[config.mk]
export PLATFORM = sky130hd
export DESIGN_NAME = uart_rx_ctrl
export DESIGN_NICKNAME = d
export VERILOG_FILES = /design/src/rtl/uart_rx_ctrl.sv
export SDC_FILE = /design/constraint.sdc
export NUM_CORES = 1
export LEC_CHECK = 0
export ABC_AREA = 1
export CAP_MARGIN = 20
export CORE_AREA = 4 4 94 96
export DETAILED_ROUTE_END_ITERATION = 8
export DIE_AREA = 0 0 98 100
export GPL_TIMING_DRIVEN = 1
export PLACE_DENSITY = 0.75
export RECOVER_POWER = 100
export SYNTH_ARGS = -nofsm -noshare
export SYNTH_HDL_FRONTEND = slang
export SYNTH_SLANG_ARGS = --single-unit
export TNS_END_PERCENT = 20
[constraint.sdc]
create_clock -name clk -period 3.3 [get_ports clk]
set_input_delay 0.99 -clock clk [delete_from_list [all_inputs] [get_ports clk]]
set_output_delay 0.99 -clock clk [all_outputs]
set_load 0.1 [all_outputs]
[src/rtl/uart_rx_ctrl.sv]
// UART receive sequencer: start-bit qualification, mid-bit sampling, frame assembly
// and ready/parity/framing/overrun status for the host read handshake.
module uart_rx_ctrl #(
    parameter int BT_W = 19
) (
    input  logic            clk,
    input  logic            rst,
    input  logic            rx,
    input  logic [BT_W-1:0] k,
    input  logic            eight,
    input  logic            p_en,
    input  logic            ohel,
    input  logic            bc_done,
    input  logic            rd,
    output logic [1:0]      bc_sel,
    output logic [7:0]      rx_data,
    output logic            rx_rdy,
    output logic            perr,
    output logic            ferr,
    output logic            ovf
);
    // state   | meaning
    // S_IDLE  | line idle, bit-time counter cleared, waiting for rxs low
    // S_START | half a bit time to re-sample the start bit
    // S_DATA  | sample data/parity/stop each bit time until bc_done
    typedef enum logic [1:0] {S_IDLE, S_START, S_DATA} state_t;

    state_t          state_q, state_d;
    logic            sync_q, rxs_q;
    logic [BT_W-1:0] cnt_q, cnt_d, cnt_inc, target;
    logic            btu;
    logic [9:0]      sr_q, sr_d, aligned;
    logic            eight_q, eight_d, p_en_q, p_en_d, ohel_q, ohel_d;
    logic [7:0]      rx_data_q, rx_data_d, frame_data;
    logic            rx_rdy_q, rx_rdy_d, perr_q, perr_d, ferr_q, ferr_d, ovf_q, ovf_d;
    logic [3:0]      n_bits, par_idx, stop_idx;
    logic            par_bit, stop_bit, done;

    // The first data bit lands at position 11-N after N-1 shifts; realign to bit 0.
    always_comb begin
        n_bits     = 4'd9 + {3'b000, eight_q} + {3'b000, p_en_q};
        aligned    = sr_q >> (4'd11 - n_bits);
        par_idx    = n_bits - 4'd3;
        stop_idx   = n_bits - 4'd2;
        par_bit    = aligned[par_idx];
        stop_bit   = aligned[stop_idx];
        frame_data = {eight_q & aligned[7], aligned[6:0]};
    end

    always_comb begin
        state_d   = state_q;
        cnt_d     = cnt_q;
        sr_d      = sr_q;
        eight_d   = eight_q;
        p_en_d    = p_en_q;
        ohel_d    = ohel_q;
        rx_data_d = rx_data_q;
        rx_rdy_d  = rx_rdy_q;
        perr_d    = perr_q;
        ferr_d    = ferr_q;
        ovf_d     = ovf_q;
        bc_sel    = 2'b00;
        done      = 1'b0;
        cnt_inc   = cnt_q + BT_W'(1);
        target    = (state_q == S_START) ? (k >> 1) : k;
        btu       = (state_q != S_IDLE) && (cnt_inc == target);

        case (state_q)
            S_IDLE: begin
                cnt_d = '0;
                if (!rxs_q) begin
                    state_d = S_START;
                    eight_d = eight;
                    p_en_d  = p_en;
                    ohel_d  = ohel;
                end
            end
            S_START: begin
                cnt_d = btu ? '0 : cnt_inc;
                if (btu) begin
                    if (!rxs_q) begin
                        bc_sel  = 2'b11;
                        state_d = S_DATA;
                    end else begin
                        state_d = S_IDLE;
                    end
                end
            end
            S_DATA: begin
                if (bc_done) begin
                    bc_sel  = 2'b10;
                    done    = 1'b1;
                    cnt_d   = '0;
                    state_d = S_IDLE;
                end else if (btu) begin
                    bc_sel = 2'b11;
                    cnt_d  = '0;
                    sr_d   = {rxs_q, sr_q[9:1]};
                end else begin
                    bc_sel = 2'b10;
                    cnt_d  = cnt_inc;
                end
            end
            default: begin
                state_d = S_IDLE;
                cnt_d   = '0;
            end
        endcase

        // Completion takes priority over a coincident read.
        if (done) begin
            rx_data_d = frame_data;
            rx_rdy_d  = 1'b1;
            ferr_d    = !stop_bit;
            perr_d    = p_en_q & ((^frame_data ^ par_bit) != ohel_q);
            ovf_d     = rx_rdy_q & !rd;
        end else if (rd) begin
            rx_rdy_d = 1'b0;
            perr_d   = 1'b0;
            ferr_d   = 1'b0;
            ovf_d    = 1'b0;
        end
    end

    always_ff @(posedge clk or negedge rst) begin
        if (!rst) begin
            state_q   <= S_IDLE;
            sync_q    <= 1'b1;
            rxs_q     <= 1'b1;
            cnt_q     <= '0;
            sr_q      <= '0;
            eight_q   <= 1'b0;
            p_en_q    <= 1'b0;
            ohel_q    <= 1'b0;
            rx_data_q <= '0;
            rx_rdy_q  <= 1'b0;
            perr_q    <= 1'b0;
            ferr_q    <= 1'b0;
            ovf_q     <= 1'b0;
        end else begin
            state_q   <= state_d;
            sync_q    <= rx;
            rxs_q     <= sync_q;
            cnt_q     <= cnt_d;
            sr_q      <= sr_d;
            eight_q   <= eight_d;
            p_en_q    <= p_en_d;
            ohel_q    <= ohel_d;
            rx_data_q <= rx_data_d;
            rx_rdy_q  <= rx_rdy_d;
            perr_q    <= perr_d;
            ferr_q    <= ferr_d;
            ovf_q     <= ovf_d;
        end
    end

    assign rx_data = rx_data_q;
    assign rx_rdy  = rx_rdy_q;
    assign perr    = perr_q;
    assign ferr    = ferr_q;
    assign ovf     = ovf_q;

endmodule

==> key figures <==
Yosys
  • Largest cells by area after synthesis: sky130_fd_sc_hd__dfrtp_1 32%, sky130_fd_sc_hd__nand2_1 21%, sky130_fd_sc_hd__nand3_1 8.5%
  • Sequential element share of the synthesized area: 33.3%
  • Cell type with the largest total area after synthesis: sky130_fd_sc_hd__dfrtp_1
  • Simple-gate share of the synthesized area: 42.9%
  • Dominant register cell in the synthesized netlist: sky130_fd_sc_hd__dfrtp_1
  • Post-synthesis xor/xnor area fraction: 2.74%
  • Proportion of register bits with asynchronous set or reset after synthesis: 100%
  • Distinct cells, synth: 38
  • Top cell types by occurrence after synthesis: 200 x sky130_fd_sc_hd__nand2_1, 67 x sky130_fd_sc_hd__inv_1, 61 x sky130_fd_sc_hd__nand3_1
  • Top-area cell type share of the netlist area: 31.9%
  • Number of enable-type register cells in the synthesized netlist: 0
  • Share of synthesized cell area in full adder, half adder and majority cells: 2.77%
  • Synthesized cell area: 0.00361 mm²
  • Proportion of synthesized area in mux cells: 0.589%
  • Synth Register Bits: 48
  • Fraction of the mapped netlist area in compound gates: 8.42%
  • Count of yosys warnings during synthesis: 0
  • Post-Syn Instances: 559
  • Number of nets in the synthesized netlist: 594
  • Dominant combinational cell family by area after synthesis: simple AND/OR/NAND/NOR gates
  • Top-count cell post-synth: sky130_fd_sc_hd__nand2_1
  • Post-synthesis average cell area: 6.46 µm²

Critical path
  • Count of buffering cells on the critical path with inverters included: 3
  • Crit Reg-Reg Startpoint: cnt_q[1]$_DFF_PN0_
  • Crit path kind: flop to output pin
  • CP Launch Type: flop
  • CP cell instances: ha_4, buf_12, bufbuf_16, o21ai_4, nand3_1, nand2_1, nand2_1, nor2_2, nand3_1, nor2_2, nand3_2, a21oi_4, buf_12
  • Delay of the slowest cell on the worst path: 0.42 ns
  • CP max stage cell: sky130_fd_sc_hd__dfrtp_1
  • R2r setup slk: 0.35 ns
  • Depth of the worst register-to-register path: 16
  • Worst endpoint required time: 2.31 ns
  • Data arrival time of the critical path: 2.57 ns
  • Kind of cell adding the most delay to the critical path: simple AND/OR/NAND/NOR gates
  • Highest net fanout along the worst path: 5
  • Critical Path End Type: output pin
  • End of the worst register-to-register path: sr_q[6]$_DFFE_PN0P_

Route
  • Drt first pass iters: 5
  • Mean number of vias per cell: 5.15
  • Remaining number of nets flagged by the antenna check after routing: 0
  • Post-route DRC: 0
  • Routed WL: 9.66 mm
  • Via count: 3830
  • Violation count after the first detailed-route iteration: 271
  • Average detailed-routed wire length per instance: 13.0 µm

Hold path
  • Sink of the worst hold path: rxs_q$_DFF_PN1_
  • Hold path startpoint: sync_q$_DFF_PN1_
  • Cells on Worst Hold Path: 0
  • Class of the worst hold path: flop to flop

Cells and area
  • Number of fill cells in the layout: 784
  • Final std cell area, no fill: 0.00474 mm²
  • Final antenna diode count: 0
  • Proportion of layout cells with a drive suffix above 1: 23.5%
  • Area overhead of the layout relative to synthesis: 31.3%
  • Number of nets in the layout: 672

Clock tree
  • Longest Clk Path Bufs: 2
  • Clock tree from TritonCTS: done
  • Post-CTS Hold Fix Bufs: 0
  • CTS clk-pin slew, worst paths: 0.09 ns
  • Clock Tree Root: sky130_fd_sc_hd__clkbuf_8
  • Latest clock arrival within the worst-skew pair: 0.31 ns
  • Number of H-tree levels: 2
  • TritonCTS buffer count: 5
  • # clock sinks: 48

Global route
  • Aggregate global-route resource usage: 20.9%
  • Global-route wire length before repair: 17.0 mm
  • Number of antenna violations at the first check in global routing: 0
  • Largest net degree at the start of global routing: 49
  • Grt ovf: 0
  • Number of global-route vias before repair: 3723

Pwr
  • Power density over the cells: 643 mW/mm²
  • Static leakage: 2.25 nW
  • Largest vdd supply drop: 501 µV
  • Sum of internal, switching and leakage power: 3.05 mW

Die
  • Core outline area: 0.00805 mm²
  • Die footprint: 0.00980 mm²
  • Vert. Die Dim: 100 µm
  • Number of placement rows: 33
  • Effective utilization at floorplan: 44.8%
  • Die Span X: 98 µm
  • Top Ports: 41

Place
  • Post-detail-place hpwl: 7.18 mm
  • Post-placement cell area: 0.00438 mm²
  • GPL Wtd Cong: 0.938
  • IO Port Bufs: 40

Outcome
  • Violated checks: setup timing
  • Result of the run: finished, violations left

Timing
  • Final setup vio count: 2
  • F_max: 0.281 GHz
  • Final Max Slew Viols: 0
  • Number of hold violations in the final report: 0
  • Final setup margin: -0.262 ns
  • Crit path time final: 3.56 ns
  • Setup repair after global routing missed its margin: yes
  • Max-Slew Margin vs Limit: 18.8%
  • Transition time at the pin with the least slew margin: 1.22 ns
  • Fraction of the cycle the final worst path needs: 108%
  • Max Clock Skew: 0.00917 ns

Job
  • Max-cap check violation count: 0
[cell type report]
class                           count  area (µm²)  share of cell area [%]
Tap cell                          105         131                    2.77
Clock buffer                        6        82.6                    1.74
Inverter                           72         295                    6.23
Multi-Input combinational cell    428        2300                    48.5
Clock inverter                      2        13.8                   0.290
Sequential cell                    48        1200                    25.4
Timing Repair Buffer               82         716                    15.1
[worst max path at each step]
| stage | end | depth (start not counted) | start |
|---|---|---|---|
| floorplan | bc_sel[0] | 13 | k[3] |
| global placement | bc_sel[0] | 16 | k[2] |
| detailed placement | bc_sel[0] | 16 | k[2] |
| CTS | bc_sel[0] | 15 | state_q[0]$_DFFE_PN0P_ |
| global route | bc_sel[0] | 19 | state_q[1]$_DFFE_PN0P_ |
| finish | bc_sel[1] | 13 | state_q[0]$_DFFE_PN0P_ |
[per-layer routing]
| layer | vias up | share of wire, % | track usage (%) |
|---|---|---|---|
| met3 | 24 | 6.2 | 3.34 |
| met2 | 117 | 48 | 35.5 |
| met4 | 0 | 2.5 | 6.82 |
| li1 | 1914 | - | - |
| met1 | 1775 | 43 | 27.3 |
| met5 | - | 0 | 0 |
[cell families after synthesis]
| kind of cell | Yosys count |
|---|---|
| simple gates | 357 |
| buf+inv | 83 |
| compound gates | 53 |
| flops | 48 |
| xor+xnor | 8 |
| fa+ha+maj | 8 |
| mux | 2 |
[cells in the final DEF, fill, tap and decap left out, types with 10 or more instances in the layout]
cell	count
sky130_fd_sc_hd__clkbuf_1	13
sky130_fd_sc_hd__nor2_1	46
sky130_fd_sc_hd__dfrtp_1	46
sky130_fd_sc_hd__nand2_2	19
sky130_fd_sc_hd__dlygate4sd2_1	11
sky130_fd_sc_hd__inv_1	58
sky130_fd_sc_hd__nand3_1	52
sky130_fd_sc_hd__nand3_2	10
sky130_fd_sc_hd__o21ai_0	22
sky130_fd_sc_hd__nor2_2	16
sky130_fd_sc_hd__nand2_1	186
sky130_fd_sc_hd__buf_4	30
sky130_fd_sc_hd__o21ai_2	11
[state kept, by name, summed over array words and instances, names as in the netlist]
name     flops
state_q      2
ferr         1
perr         1
eight_q      1
ohel_q       1
cnt_q       19
rx_rdy       1
p_en_q       1
rxs_q        1
sr_q        10
sync_q       1
rx_data      8
ovf          1
[worst reg2reg max path: cells and delay by family, from the launching register on]
family | cells | cell delay [ns]
simple gates | 11 | 1.70
flops | 1 | 0.37
buf+inv | 5 | 0.77
[where the power goes]
group | leakage, nW | switching [mW] | internal, mW
clock network | 0.0516 | 0.217 | 0.172
registers | 0.650 | 0.0446 | 0.652
logic | 1.55 | 1.21 | 0.752
total | 2.25 | 1.47 | 1.58
[timing repair]
action	CTS	global route
buffers inserted	12	0
gates cloned	2	0
pin swaps	47	9
gates resized for setup	93	10
endpoints found under the setup margin	2	2
[metrics by stage]
step                      setup TNS [ns]  worst slack [ns]  hold slack (ns)  std cells  utilization [%]
after floorplan                   -0.271            -0.138            0.345        559                -
after global placement             -1.27            -0.638            0.346        721             54.5
after detailed placement           -1.31            -0.688            0.347        721             54.5
after CTS                         -0.457            -0.230            0.361        743             59.3
after global routing              -0.864            -0.450            0.363        743             58.9
final                             -0.507            -0.262            0.360        743             58.9
(Power assumes the default switching activity.)
